[config.mk]
export PLATFORM = sky130hd
export DESIGN_NAME = multi_lane_decode_queue
export DESIGN_NICKNAME = d
export VERILOG_FILES = /design/src/rtl/decode_queue_pkg.sv /design/src/rtl/dq_lane_compact.sv /design/src/rtl/scalar_decode.sv /design/src/rtl/multi_lane_decode_queue.sv
export SDC_FILE = /design/constraint.sdc
export NUM_CORES = 1
export LEC_CHECK = 0
export CAP_MARGIN = 20
export CORE_ASPECT_RATIO = 1.5
export CORE_MARGIN = 3
export CORE_UTILIZATION = 60
export CTS_CLUSTER_DIAMETER = 40
export DETAILED_ROUTE_END_ITERATION = 8
export PLACE_DENSITY = 0.82
export SYNTH_ARGS = -nofsm -noshare
export SYNTH_HDL_FRONTEND = slang
export SYNTH_SLANG_ARGS = --single-unit
export TNS_END_PERCENT = 1
[constraint.sdc]
create_clock -name CLK -period 11.2 [get_ports CLK]
set_clock_uncertainty 0.05 [all_clocks]
set_input_delay 1.68 -clock CLK [delete_from_list [all_inputs] [get_ports CLK]]
set_output_delay 1.68 -clock CLK [all_outputs]
set_load 0.03 [all_outputs]
[src/rtl/decode_queue_pkg.sv]
// Shared types for the multi-lane decode queue: decoded control word, queue entry, lane helpers.
package decode_queue_pkg;

    localparam int MAX_LANES  = 4;
    localparam int LANE_IDX_W = $clog2(MAX_LANES);
    localparam int LANE_CNT_W = $clog2(MAX_LANES) + 1;

    typedef logic [31:0] word_t;

    localparam logic [6:0] OPC_LOAD   = 7'b0000011;
    localparam logic [6:0] OPC_FENCE  = 7'b0001111;
    localparam logic [6:0] OPC_OP_IMM = 7'b0010011;
    localparam logic [6:0] OPC_AUIPC  = 7'b0010111;
    localparam logic [6:0] OPC_STORE  = 7'b0100011;
    localparam logic [6:0] OPC_OP     = 7'b0110011;
    localparam logic [6:0] OPC_LUI    = 7'b0110111;
    localparam logic [6:0] OPC_BRANCH = 7'b1100011;
    localparam logic [6:0] OPC_JALR   = 7'b1100111;
    localparam logic [6:0] OPC_JAL    = 7'b1101111;
    localparam logic [6:0] OPC_SYSTEM = 7'b1110011;

    typedef enum logic [3:0] {
        OP_ILLEGAL,
        OP_LUI,
        OP_AUIPC,
        OP_JAL,
        OP_JALR,
        OP_BRANCH,
        OP_LOAD,
        OP_STORE,
        OP_ALU_IMM,
        OP_ALU_REG,
        OP_FENCE,
        OP_SYSTEM
    } op_class_e;

    typedef struct packed {
        op_class_e  op;
        logic [4:0] rd;
        logic [4:0] rs1;
        logic [4:0] rs2;
        logic [2:0] funct3;
        logic       writes_rd;
        logic       illegal_insn;
    } control_t;

    typedef struct packed {
        control_t ctrl;
        word_t    pc;
        word_t    instr;
    } dq_entry_t;

    function automatic logic [LANE_CNT_W-1:0] popcount_lanes(input logic [MAX_LANES-1:0] m);
        logic [LANE_CNT_W-1:0] n;
        n = '0;
        for (int i = 0; i < MAX_LANES; i++) begin
            n = n + LANE_CNT_W'(m[i]);
        end
        return n;
    endfunction

endpackage

[src/rtl/dq_lane_compact.sv]
// Lane compaction: per-lane write offset (exclusive prefix sum of the mask) and total valid-lane count.
module dq_lane_compact
    import decode_queue_pkg::*;
#(
    parameter int LANES = 2
) (
    input  logic [LANES-1:0]                 mask,
    output logic [LANES-1:0][LANE_IDX_W-1:0] offset,
    output logic [LANE_CNT_W-1:0]            popcnt
);

    logic [MAX_LANES-1:0]  mask_ext;
    logic [LANE_CNT_W-1:0] acc;

    always_comb begin
        // NOTE: every always_comb output gets a default first so no path leaves it unassigned (no latch).
        mask_ext = '0;
        acc      = '0;
        offset   = '0;
        // NOTE: blocking '=' here builds a running sum within one evaluation; sequential state uses '<='.
        for (int i = 0; i < LANES; i++) begin
            offset[i]   = acc[LANE_IDX_W-1:0];
            acc         = acc + LANE_CNT_W'(mask[i]);
            mask_ext[i] = mask[i];
        end
        popcnt = popcount_lanes(mask_ext);
    end

endmodule

[src/rtl/scalar_decode.sv]
// Single-lane combinational RV32 base decode into control_t; unknown opcodes flag illegal_insn.
module scalar_decode
    import decode_queue_pkg::*;
(
    input  word_t    instr,
    output control_t ctrl
);

    always_comb begin
        ctrl        = '0;
        ctrl.rd     = instr[11:7];
        ctrl.funct3 = instr[14:12];
        ctrl.rs1    = instr[19:15];
        ctrl.rs2    = instr[24:20];
        case (instr[6:0])
            OPC_LUI:    ctrl.op = OP_LUI;
            OPC_AUIPC:  ctrl.op = OP_AUIPC;
            OPC_JAL:    ctrl.op = OP_JAL;
            OPC_JALR:   ctrl.op = OP_JALR;
            OPC_BRANCH: ctrl.op = OP_BRANCH;
            OPC_LOAD:   ctrl.op = OP_LOAD;
            OPC_STORE:  ctrl.op = OP_STORE;
            OPC_OP_IMM: ctrl.op = OP_ALU_IMM;
            OPC_OP:     ctrl.op = OP_ALU_REG;
            OPC_FENCE:  ctrl.op = OP_FENCE;
            OPC_SYSTEM: ctrl.op = OP_SYSTEM;
            default:    ctrl.op = OP_ILLEGAL;
        endcase
        ctrl.writes_rd    = ctrl.op inside {OP_LUI, OP_AUIPC, OP_JAL, OP_JALR,
                                            OP_LOAD, OP_ALU_IMM, OP_ALU_REG};
        ctrl.illegal_insn = (ctrl.op == OP_ILLEGAL);
    end

endmodule

[src/rtl/multi_lane_decode_queue.sv]
// Multi-lane decode + compacting FIFO draining one instruction per cycle.
// Optional same-cycle bypass when empty: define DECODE_QUEUE_BYPASS_EN.
module multi_lane_decode_queue
    import decode_queue_pkg::*;
#(
    parameter int LANES = 2,
    parameter int DEPTH = 8
) (
    input  logic                     CLK,
    input  logic                     RST,
    input  logic                     flush,
    input  logic                     in_valid,
    output logic                     in_ready,
    input  logic [LANES-1:0]         in_mask,
    input  logic [LANES-1:0][31:0]   in_instr,
    input  logic [LANES-1:0][31:0]   in_pc,
    output logic                     out_valid,
    input  logic                     out_ready,
    output control_t                 out_ctrl,
    output logic [31:0]              out_pc,
    output logic [31:0]              out_instr,
    output logic [$clog2(DEPTH):0]   count
);

    localparam int IDX_W = $clog2(DEPTH);
    localparam int PTR_W = IDX_W + 1;

    logic [PTR_W-1:0] wr_ptr_q, wr_ptr_d;
    logic [PTR_W-1:0] rd_ptr_q, rd_ptr_d;
    logic [PTR_W-1:0] count_q, count_d;
    dq_entry_t        mem_q [DEPTH];

    control_t  [LANES-1:0]                 dec_ctrl;
    dq_entry_t [LANES-1:0]                 lane_entry;
    logic      [LANES-1:0][LANE_IDX_W-1:0] lane_off;
    logic      [LANE_CNT_W-1:0]            lane_cnt;

    for (genvar g = 0; g < LANES; g++) begin : g_lane
        scalar_decode u_dec (
            .instr (in_instr[g]),
            .ctrl  (dec_ctrl[g])
        );
        assign lane_entry[g] = '{ctrl: dec_ctrl[g], pc: in_pc[g], instr: in_instr[g]};
    end

    dq_lane_compact #(.LANES(LANES)) u_compact (
        .mask   (in_mask),
        .offset (lane_off),
        .popcnt (lane_cnt)
    );

    logic                        kill, accept, fifo_valid, deq;
    logic                        bypass_valid, bypass_take;
    dq_entry_t                   bypass_entry, head;
    logic [PTR_W-1:0]            enq_n;
    logic [LANES-1:0]            wr_en;
    logic [LANES-1:0][IDX_W-1:0] wr_idx;

    // Room for a whole bundle is judged on registered occupancy only.
    assign in_ready = (DEPTH - int'(count_q)) >= LANES;

    always_comb begin
        kill       = flush | RST;
        accept     = in_valid & in_ready & ~kill;
        fifo_valid = (count_q != '0) & ~kill;

        bypass_valid = 1'b0;
        bypass_entry = '0;
`ifdef DECODE_QUEUE_BYPASS_EN
        bypass_valid = accept & (count_q == '0) & (|in_mask);
        for (int i = LANES - 1; i >= 0; i--) begin
            if (in_mask[i]) bypass_entry = lane_entry[i];
        end
`endif
        bypass_take = bypass_valid & out_ready;
        deq         = fifo_valid & out_ready;

        // A bypassed lane occupies offset 0, so the remaining lanes slide down by one.
        enq_n = accept ? (PTR_W'(lane_cnt) - PTR_W'(bypass_take)) : '0;
        for (int i = 0; i < LANES; i++) begin
            wr_en[i]  = accept & in_mask[i] & ~(bypass_take & (lane_off[i] == '0));
            wr_idx[i] = IDX_W'(wr_ptr_q + PTR_W'(lane_off[i]) - PTR_W'(bypass_take));
        end

        if (kill) begin
            wr_ptr_d = '0;
            rd_ptr_d = '0;
            count_d  = '0;
        end else begin
            wr_ptr_d = wr_ptr_q + enq_n;
            rd_ptr_d = rd_ptr_q + PTR_W'(deq);
            count_d  = count_q + enq_n - PTR_W'(deq);
        end

        if (fifo_valid) begin
            head = mem_q[rd_ptr_q[IDX_W-1:0]];
        end else if (bypass_valid) begin
            head = bypass_entry;
        end else begin
            head = '0;
        end
    end

    assign out_valid = fifo_valid | bypass_valid;
    assign out_ctrl  = head.ctrl;
    assign out_pc    = head.pc;
    assign out_instr = head.instr;
    assign count     = count_q;

    always_ff @(posedge CLK) begin
        if (RST) begin
            wr_ptr_q <= '0;
            rd_ptr_q <= '0;
            count_q  <= '0;
        end else begin
            wr_ptr_q <= wr_ptr_d;
            rd_ptr_q <= rd_ptr_d;
            count_q  <= count_d;
        end
    end

    // NOTE: storage is not reset; entries are only read once count/pointers mark them written.
    always_ff @(posedge CLK) begin
        for (int i = 0; i < LANES; i++) begin
            if (wr_en[i]) mem_q[wr_idx[i]] <= lane_entry[i];
        end
    end

endmodule

==> reports/metrics.yaml <==
status: "finished, final reports clean"
cts_buffers: 57
report.final.hold_viol_count: 0
num-nets-final: 2066
final_util: 0.710
powerDensity_nw_per_um2: 136
critPathLaunchType: "flop"
synth_fp_nets: 1898
firstDrtPassIters: 5
synthArstFlopShare: 0
max_slew.worst_pin.slew_ns: 1.13
stdcell_count: 2619
htreeDepth: 2
syn_area_per_cell_sq_um: 16.8
timing.final.crit_share: 0.554
globalRouteOverflowTotal: 0
dr.first_iter.drc_count: 1374
ys.flop_type: "edfxtp_1"
whs_ns: 0.607
ys_ff_latch: 570
crit_required_ns: 9.47
synth_edf_count: 560
via_per_inst: 6.37
tns_ns: 0
postCtsSetupRepairBufs: 0
syn-instance-count: 1746
placed_area_sq_um: 32100
gp_routability_congestion: 0.841
syn_area_sq_um: 29300
cts_tree: "built"
setup_viol: 0
syn_to_final_growth_pct: 16.1
rsz0062_at_grt: "false"
cts_hold_buf: 0
drc: 0
cts_resized: 0
grt_pass1_wl_microns: 109000
grt_max_degree: 113
grt_pass1_vias: 18112
yosysSeqAreaShare: 0.581
worstPathMaxFanout: 69
arrival_ns: 4.48
ys_types: 52
track_usage: 0.277
antenna_found_initial: 9
ant_nets: 0
maxCapViolCount: 0
max_freq_mhz: 161
synth_warnings: 0
drive_gt1_frac: 0.392
slew_viol_final: 0
clk-insertion-delay-late_ns: 0.58
routed-via-count: 16690
path_class: "reg -> out"
dp_hpwl_microns: 38900
clockBufferDepth: 3
core_sq_um: 47900
hold_class: "reg -> reg"
cts-root-buf: "clkbuf_16"
relSlewSlack: 0.246
setup.worst_path.end_class: "primary output"
dieArea_sq_um: 51600
fin_area_sq_um: 34000
clock-sinks: 570
ios: 229
routedWlPerCell_microns: 27.2
wirelength_microns: 71300
dp.cells: 2504
p_leak_nw: 11.0
numPortBuffers: 228
rows: 98
clk_pin_slew_worst_paths_ns: 0.06
start_util: 0.611
vdd.ir_drop.worst_v: 0.000157
dieWidth_microns: 186
layout_min_cycle_time_ns: 6.21
die_height_microns: 277
==> layer usage <==
layer / up-vias / global-route usage / part of all wire
met2: 622 / 0.488 / 0.52
li1: 7298 / - / -
met3: 137 / 0.0424 / 0.066
met4: 4 / 0.0919 / 0.030
met1: 8629 / 0.353 / 0.38
met5: - / 0 / 0.00038
==> sequential cells by signal, summed over array words and instances (netlist names) <==
signal    count
mem_q       560
count         4
rd_ptr_q      3
wr_ptr_q      3
==> layout make-up <==
type	instances	area [sq um]
Clock buffer	70	1550
Sequential cell	570	17000
Fill cell	3044	13900
Timing Repair Buffer	253	2490
Clock inverter	37	380
Tap cell	650	813
Multi-Input combinational cell	1013	11700
Antenna cell	7	17.5
Inverter	19	71.3
==> cell usage in the layout (no fill, tap or decap), types with 3 or more instances in the layout <==
cell             instances
nand3_1                  6
a21o_1                   4
bufinv_16                7
inv_6                    5
a21oi_1                  7
nor3_1                   3
and2_1                   8
mux4_2                 140
nor2b_1                  5
dfxtp_4                  3
mux2_2                 459
diode_2                  7
ha_1                    15
dfxtp_1                  7
buf_4                   23
and3_1                   5
nor4_1                   5
edfxtp_1               560
mux2i_1                100
nand2_1                 35
mux2_4                  38
clkbuf_16               59
mux2_1                   9
inv_1                   19
o21ai_4                  7
nand2b_1                 6
o21ai_0                 29
nor2_1                  90
xnor2_1                  6
clkinv_2                 6
clkbuf_8                 3
clkbuf_1                 8
clkinv_1                13
clkinvlp_4               4
clkdlybuf4s50_1        228
==> synthesized netlist by cell type (all sizes together) (2+ instances only) <==
| library cell | count | area [sq um] |
|---|---|---|
| nand2 | 36 | 135 |
| a21oi | 7 | 35.0 |
| nor3 | 4 | 25.0 |
| o31ai | 2 | 15.0 |
| o2111ai | 3 | 26.3 |
| nand2b | 6 | 37.5 |
| xor2 | 2 | 17.5 |
| mux4 | 140 | 3150 |
| dfxtp | 10 | 200 |
| ha | 15 | 188 |
| mux2 | 506 | 5840 |
| edfxtp | 560 | 16800 |
| nor2b | 5 | 31.3 |
| fa | 2 | 40.0 |
| o211ai | 3 | 27.5 |
| a21o | 4 | 30.0 |
| o21ai | 37 | 185 |
| buf | 100 | 551 |
| and3 | 5 | 31.3 |
| inv | 19 | 71.3 |
| and2 | 8 | 50.1 |
| nand3 | 6 | 30.0 |
| nor4 | 5 | 31.3 |
| or2 | 2 | 12.5 |
| mux2i | 100 | 1000 |
| xnor2 | 6 | 52.6 |
| o21bai | 3 | 22.5 |
| clkbuf | 44 | 165 |
| nor2 | 91 | 342 |
==> where the power goes <==
group / switching, mW / internal, mW
registers: 0.00483 / 2.36
clock network: 0.814 / 1.15
logic: 0.151 / 0.159
total: 0.969 / 3.66
==> logic make-up after synthesis <==
logic type                 synth area share
muxes                                 0.341
DFF                                   0.581
and+or+nand+nor                      0.0261
buffers and inverters                0.0269
AOI/OAI and AO/OA                    0.0152
adders and majority gates           0.00777
xor gates and xnor gates            0.00239
==> critical path: stages, from the launching register on <==
cell,delay [ns]
dfxtp_4,0.51
buf_4,0.82
buf_4,0.97
mux4_2,0.43
mux2i_1,0.42
nor2_1,0.07
clkdlybuf4s50_1,0.63
==> worst paths after layout <==
path	slack, ns	startpoint	to	cells past startpoint
min	0.61	wr_ptr_q[0]	wr_ptr_q[0]	2
min reg2reg	0.61	wr_ptr_q[0]	wr_ptr_q[0]	2
max reg2reg	6.80	count[0]	mem_q[0][50]	9
max	4.99	rd_ptr_q[1]	out_instr[2]	6
==> through the flow <==
| stage | total power [mW] | setup WS [ns] |
|---|---|---|
| global route | 4.76 | 4.83 |
| CTS | 4.66 | 4.99 |
| global placement | 2.70 | 5.24 |
| detailed placement | 2.71 | 5.14 |
| floorplan | 2.58 | 2.97 |
| finish | 4.63 | 4.99 |
(Power assumes the default switching activity.)
